==> config.mk <==
export PLATFORM = sky130hd
export DESIGN_NAME = led_pwm_driver_flat
export DESIGN_NICKNAME = d
export VERILOG_FILES = /design/src/rtl/led_pwm_driver_if.sv /design/src/rtl/led_pwm_driver.sv /design/src/flat_wrapper.sv
export SDC_FILE = /design/constraint.sdc
export NUM_CORES = 1
export LEC_CHECK = 0
export BUFFER_PORTS_ARGS = -buffer_cell sky130_fd_sc_hd__clkbuf_2
export CAP_MARGIN = 20
export CORE_AREA = 2 2 159 115
export DETAILED_ROUTE_END_ITERATION = 6
export DIE_AREA = 0 0 161 117
export GPL_TIMING_DRIVEN = 0
export SYNTH_ARGS = -nofsm -noshare
export SYNTH_HDL_FRONTEND = slang
export SYNTH_SLANG_ARGS = --single-unit
==> constraint.sdc <==
create_clock -name iCpuClock -period 6.1 [get_ports iCpuClock]
set_input_delay 0.915 -clock iCpuClock [delete_from_list [all_inputs] [get_ports iCpuClock]]
set_output_delay 0.915 -clock iCpuClock [all_outputs]
set_load 0.05 [all_outputs]
==> src/rtl/led_pwm_driver_if.sv <==
`default_nettype none
// +-------------------------------------------------------------------------+
// | led_pwm_driver_if : MemOrIO register bus for the LED PWM driver          |
// | Revision 1.0 - initial release                                           |
// +-------------------------------------------------------------------------+
interface led_pwm_driver_if;
    logic        iDoLedWrite;
    logic        iDoLedRead;
    logic [2:0]  iLightAddress;
    logic [15:0] iLightDataToWrite;
    logic [15:0] oLightReadData;

    modport master (
        output iDoLedWrite,
        output iDoLedRead,
        output iLightAddress,
        output iLightDataToWrite,
        input  oLightReadData
    );

    modport slave (
        input  iDoLedWrite,
        input  iDoLedRead,
        input  iLightAddress,
        input  iLightDataToWrite,
        output oLightReadData
    );
endinterface
`default_nettype wire

==> src/rtl/led_pwm_driver.sv <==
`default_nettype none
// +-------------------------------------------------------------------------+
// | led_pwm_driver : memory-mapped LED block with PWM brightness and blink.  |
// | Optional register readback enabled by macro LED_READBACK_EN.             |
// | Revision 1.0 - initial release                                           |
// +-------------------------------------------------------------------------+
module led_pwm_driver #(
    parameter int LED_COUNT = 24,
    parameter int PWM_BITS  = 8,
    parameter int CLK_DIV   = 50000
) (
    input  logic                 iCpuClock,
    input  logic                 iCpuReset,
    led_pwm_driver_if.slave      bus,
    output logic [LED_COUNT-1:0] oFpgaLights
);
    localparam int                PRE_BITS      = (CLK_DIV > 2) ? $clog2(CLK_DIV) : 1;
    localparam logic [PRE_BITS-1:0] PRE_LAST    = PRE_BITS'(CLK_DIV - 1);
    localparam logic [2:0]        ADDR_ON_LO    = 3'd0;
    localparam logic [2:0]        ADDR_ON_HI    = 3'd1;
    localparam logic [2:0]        ADDR_BLINK_LO = 3'd2;
    localparam logic [2:0]        ADDR_BLINK_HI = 3'd3;
    localparam logic [2:0]        ADDR_DUTY     = 3'd4;
    localparam logic [2:0]        ADDR_HALF     = 3'd5;

    logic [LED_COUNT-1:0] on_bits;
    logic [LED_COUNT-1:0] blink_bits;
    logic [PWM_BITS-1:0]  duty;
    logic [15:0]          half;
    logic [PRE_BITS-1:0]  pre_cnt;
    logic [PWM_BITS-1:0]  pwm_cnt;
    logic [15:0]          blink_cnt;
    logic                 phase;

    logic [LED_COUNT-1:0] on_sel;
    logic [LED_COUNT-1:0] blink_sel;
    logic [LED_COUNT-1:0] wr_bits;
    logic                 tick;
    logic                 pwm_on;
    logic                 half_wr;
    logic [15:0]          half_eff;

    // Each LED bit picks its half-word register and data lane at elaboration.
    for (genvar i = 0; i < LED_COUNT; i++) begin : g_led
        localparam logic [2:0] ON_ADDR    = (i < 16) ? ADDR_ON_LO : ADDR_ON_HI;
        localparam logic [2:0] BLINK_ADDR = (i < 16) ? ADDR_BLINK_LO : ADDR_BLINK_HI;
        assign on_sel[i]    = bus.iDoLedWrite && (bus.iLightAddress == ON_ADDR);
        assign blink_sel[i] = bus.iDoLedWrite && (bus.iLightAddress == BLINK_ADDR);
        assign wr_bits[i]   = bus.iLightDataToWrite[i % 16];
    end

    assign half_wr  = bus.iDoLedWrite && (bus.iLightAddress == ADDR_HALF);
    assign tick     = (pre_cnt == PRE_LAST);
    assign pwm_on   = (&duty) | (pwm_cnt < duty);
    assign half_eff = (half == 16'd0) ? 16'd1 : half;

    always_ff @(posedge iCpuClock or posedge iCpuReset) begin
        if (iCpuReset) begin
            on_bits    <= '0;
            blink_bits <= '0;
            duty       <= '1;
            half       <= 16'd1;
        end else begin
            on_bits    <= (on_bits & ~on_sel) | (wr_bits & on_sel);
            blink_bits <= (blink_bits & ~blink_sel) | (wr_bits & blink_sel);
            if (bus.iDoLedWrite && (bus.iLightAddress == ADDR_DUTY))
                duty <= PWM_BITS'(bus.iLightDataToWrite);
            if (half_wr)
                half <= bus.iLightDataToWrite;
        end
    end

    always_ff @(posedge iCpuClock or posedge iCpuReset) begin
        if (iCpuReset) begin
            pre_cnt <= '0;
            pwm_cnt <= '0;
        end else begin
            pre_cnt <= tick ? '0 : pre_cnt + PRE_BITS'(1);
            pwm_cnt <= pwm_cnt + PWM_BITS'(1);
        end
    end

    // A HALF write restarts the blink period with the LEDs in the lit phase.
    always_ff @(posedge iCpuClock or posedge iCpuReset) begin
        if (iCpuReset) begin
            blink_cnt <= 16'd0;
            phase     <= 1'b1;
        end else if (half_wr) begin
            blink_cnt <= 16'd0;
            phase     <= 1'b1;
        end else if (tick) begin
            if (blink_cnt == half_eff - 16'd1) begin
                blink_cnt <= 16'd0;
                phase     <= ~phase;
            end else begin
                blink_cnt <= blink_cnt + 16'd1;
            end
        end
    end

    always_ff @(posedge iCpuClock or posedge iCpuReset) begin
        if (iCpuReset)
            oFpgaLights <= '0;
        else
            oFpgaLights <= on_bits & {LED_COUNT{pwm_on}} & (~blink_bits | {LED_COUNT{phase}});
    end

`ifdef LED_READBACK_EN
    logic [31:0] on_ext;
    logic [31:0] blink_ext;
    logic [15:0] rdata;

    assign on_ext    = 32'(on_bits);
    assign blink_ext = 32'(blink_bits);

    // The mux samples pre-edge register values, so a same-edge write reads old data.
    always_ff @(posedge iCpuClock or posedge iCpuReset) begin
        if (iCpuReset) begin
            rdata <= 16'd0;
        end else if (bus.iDoLedRead) begin
            case (bus.iLightAddress)
                ADDR_ON_LO:    rdata <= on_ext[15:0];
                ADDR_ON_HI:    rdata <= on_ext[31:16];
                ADDR_BLINK_LO: rdata <= blink_ext[15:0];
                ADDR_BLINK_HI: rdata <= blink_ext[31:16];
                ADDR_DUTY:     rdata <= 16'(duty);
                ADDR_HALF:     rdata <= half;
                default:       rdata <= 16'd0;
            endcase
        end
    end

    assign bus.oLightReadData = rdata;
`else
    logic unused_read;
    assign unused_read        = bus.iDoLedRead;
    assign bus.oLightReadData = 16'd0;
`endif
endmodule
`default_nettype wire

==> src/flat_wrapper.sv <==
// flat-port wrapper written by rule: the top's interface ports become plain ports
module led_pwm_driver_flat 
#(
    parameter int LED_COUNT = 24,
    parameter int PWM_BITS  = 8,
    parameter int CLK_DIV   = 50000
)
  (iCpuClock, iCpuReset, oFpgaLights, bus_iDoLedWrite, bus_iDoLedRead, bus_iLightAddress, bus_iLightDataToWrite, bus_oLightReadData);
  led_pwm_driver_if bus_i ();
  input  logic iCpuClock;
  input  logic iCpuReset;
  output logic [LED_COUNT-1:0] oFpgaLights;
  input wire logic [$bits(bus_i.iDoLedWrite)-1:0] bus_iDoLedWrite;
  input wire logic [$bits(bus_i.iDoLedRead)-1:0] bus_iDoLedRead;
  input wire logic [$bits(bus_i.iLightAddress)-1:0] bus_iLightAddress;
  input wire logic [$bits(bus_i.iLightDataToWrite)-1:0] bus_iLightDataToWrite;
  output wire logic [$bits(bus_i.oLightReadData)-1:0] bus_oLightReadData;
  assign bus_i.iDoLedWrite = bus_iDoLedWrite;
  assign bus_i.iDoLedRead = bus_iDoLedRead;
  assign bus_i.iLightAddress = bus_iLightAddress;
  assign bus_i.iLightDataToWrite = bus_iLightDataToWrite;
  assign bus_oLightReadData = bus_i.oLightReadData;
  led_pwm_driver #(.LED_COUNT(LED_COUNT), .PWM_BITS(PWM_BITS), .CLK_DIV(CLK_DIV)) u_core (.iCpuClock(iCpuClock), .iCpuReset(iCpuReset), .bus(bus_i), .oFpgaLights(oFpgaLights));
endmodule
==> flow_summary.yaml, run 1 <==
floorplanning:
  core_area_mm2: 0.0174
  rows: 41
  die_w_um: 161
  dieArea_mm2: 0.0188
  die_h_um: 117
  initial_core_util_pct: 37.0
  io_pins: 63
synth:
  yosys-top-cells-area: "dfrtp_1 49%, mux2_2 5.8%, nand2_1 5.1%"
  avgSynthCellArea_um2: 10.3
  synth_mux_area_share_pct: 5.76
  synthAdderAreaFrac_pct: 2.13
  netlist_instances: 624
  ys_seq_area_share_pct: 53.3
  synth_compound_area_share_pct: 8.88
  yosysUniqueCellTypes: 54
  synth_edf_count: 0
  synth_common_cells: "127 x dfrtp_1, 88 x nand2_1, 55 x o21ai_0, 36 x inv_1, 33 x mux2_2"
  yosys_register_bits: 137
  synth_top_area_share_pct: 49.2
  synth_xor_area_share_pct: 7.33
  synth_top_area_cell: "dfrtp_1"
  yosys.area_share.simple_pct: 16.7
  netlist_area_mm2: 0.00645
  yosysMostFrequentCell: "dfrtp_1"
  synth_top_family_by_area: "simple AND/OR/NAND/NOR gates"
  yosysWarnings: 0
  synthArstFlopShare_pct: 100
  ys_dominant_reg_cell: "dfrtp_1"
power_and_ir_drop:
  p_leak_nw: 3.52
  cellPowerDensity_mw_per_mm2: 364
  vdd_ir_drop_max_uv: 179
layout:
  diodes: 0
  drive_gt1_share_pct: 22.8
  layout.nets: 737
  area_delta_synth_final_pct: 18.5
cts:
  cts-htree-levels: 4
  cts_hold_buffers: 0
  cts.repair.resized: 0
  post-cts-setup-buffers: 0
  cts.clk_slew.worst_paths_ns: 0.06
  cts_buffers: 17
  cts.sink_count: 137
  root_buffer: "clkbuf_16"
  cts_buffer_depth: 2
  cts_tree: "done"
  clock_latency_ns: 0.42
timing:
  relSlewSlack_pct: 46.5
  tightest_slew_ns: 0.801
  timing.fmax_mhz: 270
  finalSetupViolations: 0
  setup-tns-final_ns: 0
  slew_violations: 0
  hold_viol: 0
  fin_ws_ns: 2.40
  worst_clock_skew_ns: 0.0129
  hold_ws_ns: 0.484
  fin_crit_sh_pct: 60.7
  rsz0062_at_grt: "no"
  period_needed_ns: 3.70
hold_path:
  min_path_cells: 1
  min_from: "u_core.pre_cnt[0]"
  hold_end: "u_core.pre_cnt[0]"
  hold_class: "reg2reg"
worst_setup_path:
  slowest_delay_ns: 0.64
  timing.rr.end: "u_core.blink_cnt[5]"
  crit_fanout: 10
  crit_path_top_delay_cell: "or4_1"
  path_cells: "or4_1 > nor3_1 > a21oi_1 > ha_1 > xnor2_1 > xnor2_1 > a2111oi_0 > and4_1 > and4_1 > and3_4 > buf_12 > nor3_2"
  crit_path_end_kind: "register"
  cp-startpoint: "u_core.half[11]"
  worst_r2r_path_depth: 12
  required_ns: 6.37
  worstPathArrival_ns: 3.97
  rr_startpoint: "u_core.half[11]"
  reg2reg_slack_ns: 2.40
  worstSetupPathType: "reg2reg"
  critPathLaunchType: "register"
placed_design:
  portBuffers: 43
  dp_worst_setup_slack_ns: 2.59
  dpl.hpwl_um: 10500
  gp_congestion: 0.856
detailed_routing:
  drc: 0
  viasPerCell: 5.04
  routed-via-count: 4799
  finalWirelength_um: 14900
  drt_iter0_drc: 468
  dr.pass1.iters: 5
  ant_nets: 0
  routedWlPerCell_um: 15.7
global_routing:
  grt_usage_pct: 16.5
  antenna_found_initial: 0
  grt_max_degree: 74
  grt.overflow.total: 0
  grt_pass1_vias: 4564
  grt_pass1_wl_um: 24300
outcome:
  outcome: "completed"
job:
  max_cap_violations: 0
cells by family after synthesis:
family / count (synthesis)
mux: 33
buf+inv: 78
simple gates: 208
compound gates: 102
other cells: 1
flops: 137
xor+xnor: 54
fa+ha+maj: 11
cells in the final DEF, fill, tap and decap left out, drive strengths merged, types with 2 or more instances in the layout:
| cell type | instances |
|---|---|
| buf | 22 |
| nand3b | 3 |
| conb | 16 |
| mux2 | 33 |
| dfrtp | 127 |
| nor4 | 5 |
| o31ai | 2 |
| or4b | 2 |
| nand4 | 13 |
| clkbuf | 83 |
| nand3 | 18 |
| clkinv | 2 |
| xor2 | 26 |
| o22ai | 2 |
| and4 | 5 |
| or2 | 2 |
| a31oi | 2 |
| a21o | 3 |
| nor3 | 18 |
| dfstp | 10 |
| nor3b | 5 |
| xnor2 | 28 |
| o21a | 2 |
| nand2b | 2 |
| or3 | 5 |
| nor2b | 3 |
| and3 | 8 |
| clkinvlp | 2 |
| or4 | 4 |
| nor2 | 24 |
| a21oi | 27 |
| o21ai | 56 |
| nand2 | 88 |
| inv | 45 |
| ha | 11 |
final cells by class:
class	instances	area (µm²)
fill	1648	9790
clock inverter	14	151
tap	236	295
sequential	137	3440
buffer	42	241
multi-input combinational	424	2690
inverter	36	140
clock buffer	18	439
timing repair buffer	45	248
worst max-delay path, delay by kind of cell, from the launching register on:
family                   cells  cell delay [ns]
adder cells (fa/ha/maj)      1             0.25
buffers and inverters        1             0.14
flip-flops                   1             0.45
AND/OR/NAND/NOR              6             1.92
AO/OA/AOI/OAI                2             0.52
XOR/XNOR                     2             0.27
metrics by stage:
step                instance area [µm²]  std cells  total power (W)  util, %
floorplan                          6510        639          0.00161        -
global placement                   7020        918          0.00175     40.3
detailed placement                 7050        919          0.00177     40.4
CTS                                7640        951          0.00280     43.8
global route                       7650        952          0.00292     43.9
finish                             7650        952          0.00278     43.9
metal layers:
layer | track usage (%) | up-vias | share of wire [%]
li1 | - | 2256 | -
met1 | 24.8 | 2406 | 51
met2 | 23.9 | 122 | 43
met3 | 4.09 | 15 | 5.5
met4 | 3.93 | 0 | 0.77
met5 | 0 | - | 0
power by group:
group / switching [W] / internal [W]
clock: 0.000436 / 0.000591
combinational: 0.000420 / 0.000192
sequential: 0.0000812 / 0.00107
total: 0.000937 / 0.00185
worst max path at each step:
stage                                       to
floorplan           asynchronous set/reset pin
global placement         u_core.oFpgaLights[8]
detailed placement        u_core.blink_cnt[10]
CTS                       u_core.blink_cnt[10]
global route              u_core.blink_cnt[10]
finish                     u_core.blink_cnt[5]
Note: power is estimated with default switching activity, not from simulation.
==> inputs of run 2 (changes only) <==
- clock period: 6.1 -> 3.5 ns (I/O delays scaled with it)
==> flow_summary.yaml, run 2 (synthesis results as in run 1) <==
timing:
  relSlewSlack_pct: 45.6
  timing.fmax_mhz: 298
  tightest_slew_ns: 0.814
  hold_viol: 0
  period_needed_ns: 3.35
  rsz0062_at_grt: "no"
  fin_crit_sh_pct: 95.8
  finalSetupViolations: 0
  slew_violations: 0
  fin_ws_ns: 0.147
  setup-tns-final_ns: 0
  worst_clock_skew_ns: 0.0130
power_and_ir_drop:
  p_seq_share_pct: 40.2
  intPower_w: 0.00330
  power_w: 0.00497
  switching_share_pct: 33.6
  pwr-share-comb_pct: 22.0
  p_leak_nw: 3.57
  clkPwrFrac_pct: 37.8
  vdd_ir_drop_max_uv: 367
  cellPowerDensity_mw_per_mm2: 640
  switchingPower_w: 0.00167
detailed_routing:
  routed-via-count: 4797
  drc: 0
  routedWlPerCell_um: 15.5
  finalWirelength_um: 14800
  viasPerCell: 5.02
  dr.pass1.iters: 5
  drt_iter0_drc: 447
  ant_nets: 0
layout:
  nFillCells: 1659
  diodes: 0
  drive_gt1_share_pct: 23.9
  multi_input_area_mm2: 0.00272
  final_area_mm2: 0.00777
  area_delta_synth_final_pct: 20.5
  layout.nets: 740
  seq_area_mm2: 0.00344
  fin_util_pct: 44.6
  layout_commonest_cell: "dfrtp_1"
  layout_common_cells: "126 x dfrtp_1, 88 x nand2_1, 55 x o21ai_0"
cts:
  cts_tree: "done"
  clock_latency_ns: 0.42
  cts.clk_slew.worst_paths_ns: 0.07
  root_buffer: "clkbuf_16"
  post-cts-setup-buffers: 0
  cts.sink_count: 137
  cts_hold_buffers: 0
  cts_buffer_depth: 2
  cts_buffers: 17
  cts-htree-levels: 4
global_routing:
  grt_max_degree: 34
  grt.overflow.total: 0
  antenna_found_initial: 0
  grt_pass1_wl_um: 24300
  grt_usage_pct: 16.5
  grt_pass1_vias: 4677
job:
  max_cap_violations: 0
placed_design:
  dp_worst_setup_slack_ns: -0.0554
  placed_area_mm2: 0.00711
  gp_congestion: 0.843
  dpl.hpwl_um: 10600
  portBuffers: 43
worst_setup_path:
  crit_fanout: 10
  crit_path_end_kind: "register"
  critPathLaunchType: "register"
  worstSetupPathType: "reg2reg"
  rr_startpoint: "u_core.half[4]"
  worstPathArrival_ns: 3.63
  required_ns: 3.77
  worst_r2r_path_depth: 13
  reg2reg_slack_ns: 0.15
  timing.rr.end: "u_core.blink_cnt[8]"
floorplanning:
  initial_core_util_pct: 37.0
  io_pins: 63
  dieArea_mm2: 0.0188
  rows: 41
  core_area_mm2: 0.0174
  die_w_um: 161
  die_h_um: 117
hold_path:
  hold_class: "in2async"
outcome:
  outcome: "completed"
[run 2: cell count changes in the layout (fill, tap and decap cells not counted), sizes merged]
cell | previous run | this run
bufinv | 1 | 2
buf | 22 | 25
clkinvlp | 2 | 1
clkinv | 2 | 4
inv | 45 | 44
clkbuf | 83 | 82
[run 2: power groups by stage]
stage	Clock, W	Sequential, W	Combinational (W)
2_1_floorplan	0	0.00227	0.000533
6_report	0.00188	0.00200	0.00110
3_3_place_gp	0	0.00201	0.00104
3_5_place_dp	0	0.00202	0.00107
4_1_cts	0.00191	0.00200	0.00108
5_1_grt	0.00199	0.00203	0.00120
[run 2: worst max-delay path by stage]
stage                         start                   end  slack (ns)
finish               u_core.half[4]   u_core.blink_cnt[8]        0.15
global route         u_core.half[0]   u_core.blink_cnt[6]        0.02
CTS                 u_core.half[11]   u_core.blink_cnt[4]       0.002
detailed placement  u_core.half[11]  u_core.blink_cnt[10]       -0.06
global placement    u_core.half[11]   u_core.blink_cnt[9]       -0.04
floorplan            u_core.half[0]  u_core.blink_cnt[10]        0.41
[run 2: what timing repair did]
action / CTS / global route
pin swaps: 0 / 0
endpoints found under the setup margin: 14 / 14
resized for setup: 2 / 10
[run 2: cell type report]
type	instances	share of cell area [%]
Buffer	42	3.14
Sequential cell	137	44.3
Multi-Input combinational cell	424	35.0
Inverter	36	1.79
Clock inverter	15	2.56
Tap cell	236	3.80
Timing Repair Buffer	48	3.96
Clock buffer	17	5.47
[run 2: worst max-delay path: stages (launching register included)]
cell and delay [ns]:
dfrtp_2 0.45, or4_1 0.53, clkbuf_2 0.18, nor2_1 0.18
a21oi_2 0.09, ha_1 0.22, xnor2_1 0.14, xnor2_1 0.16
a2111oi_2 0.32, and4_1 0.26, and4_4 0.25, and3_4 0.24
buf_12 0.15, nor3_2 0.05
[run 2: through the flow]
step                      hold WS [ns]  cells
final                            0.148    955
after CTS                        0.151    954
after global routing             0.175    955
after detailed placement         0.472    922
after floorplan                  0.447    639
after global placement           0.476    918
[run 2: layer usage]
metal | vias up | track usage [%] | wire length [µm] | part of all wire (%)
li1 | 2263 | - | - | -
met3 | 10 | 5.00 | 962 | 6.5
met1 | 2376 | 23.9 | 7360 | 50
met2 | 148 | 24.3 | 6430 | 43
met4 | 0 | 3.57 | 82 | 0.55
met5 | - | 0 | 0 | 0
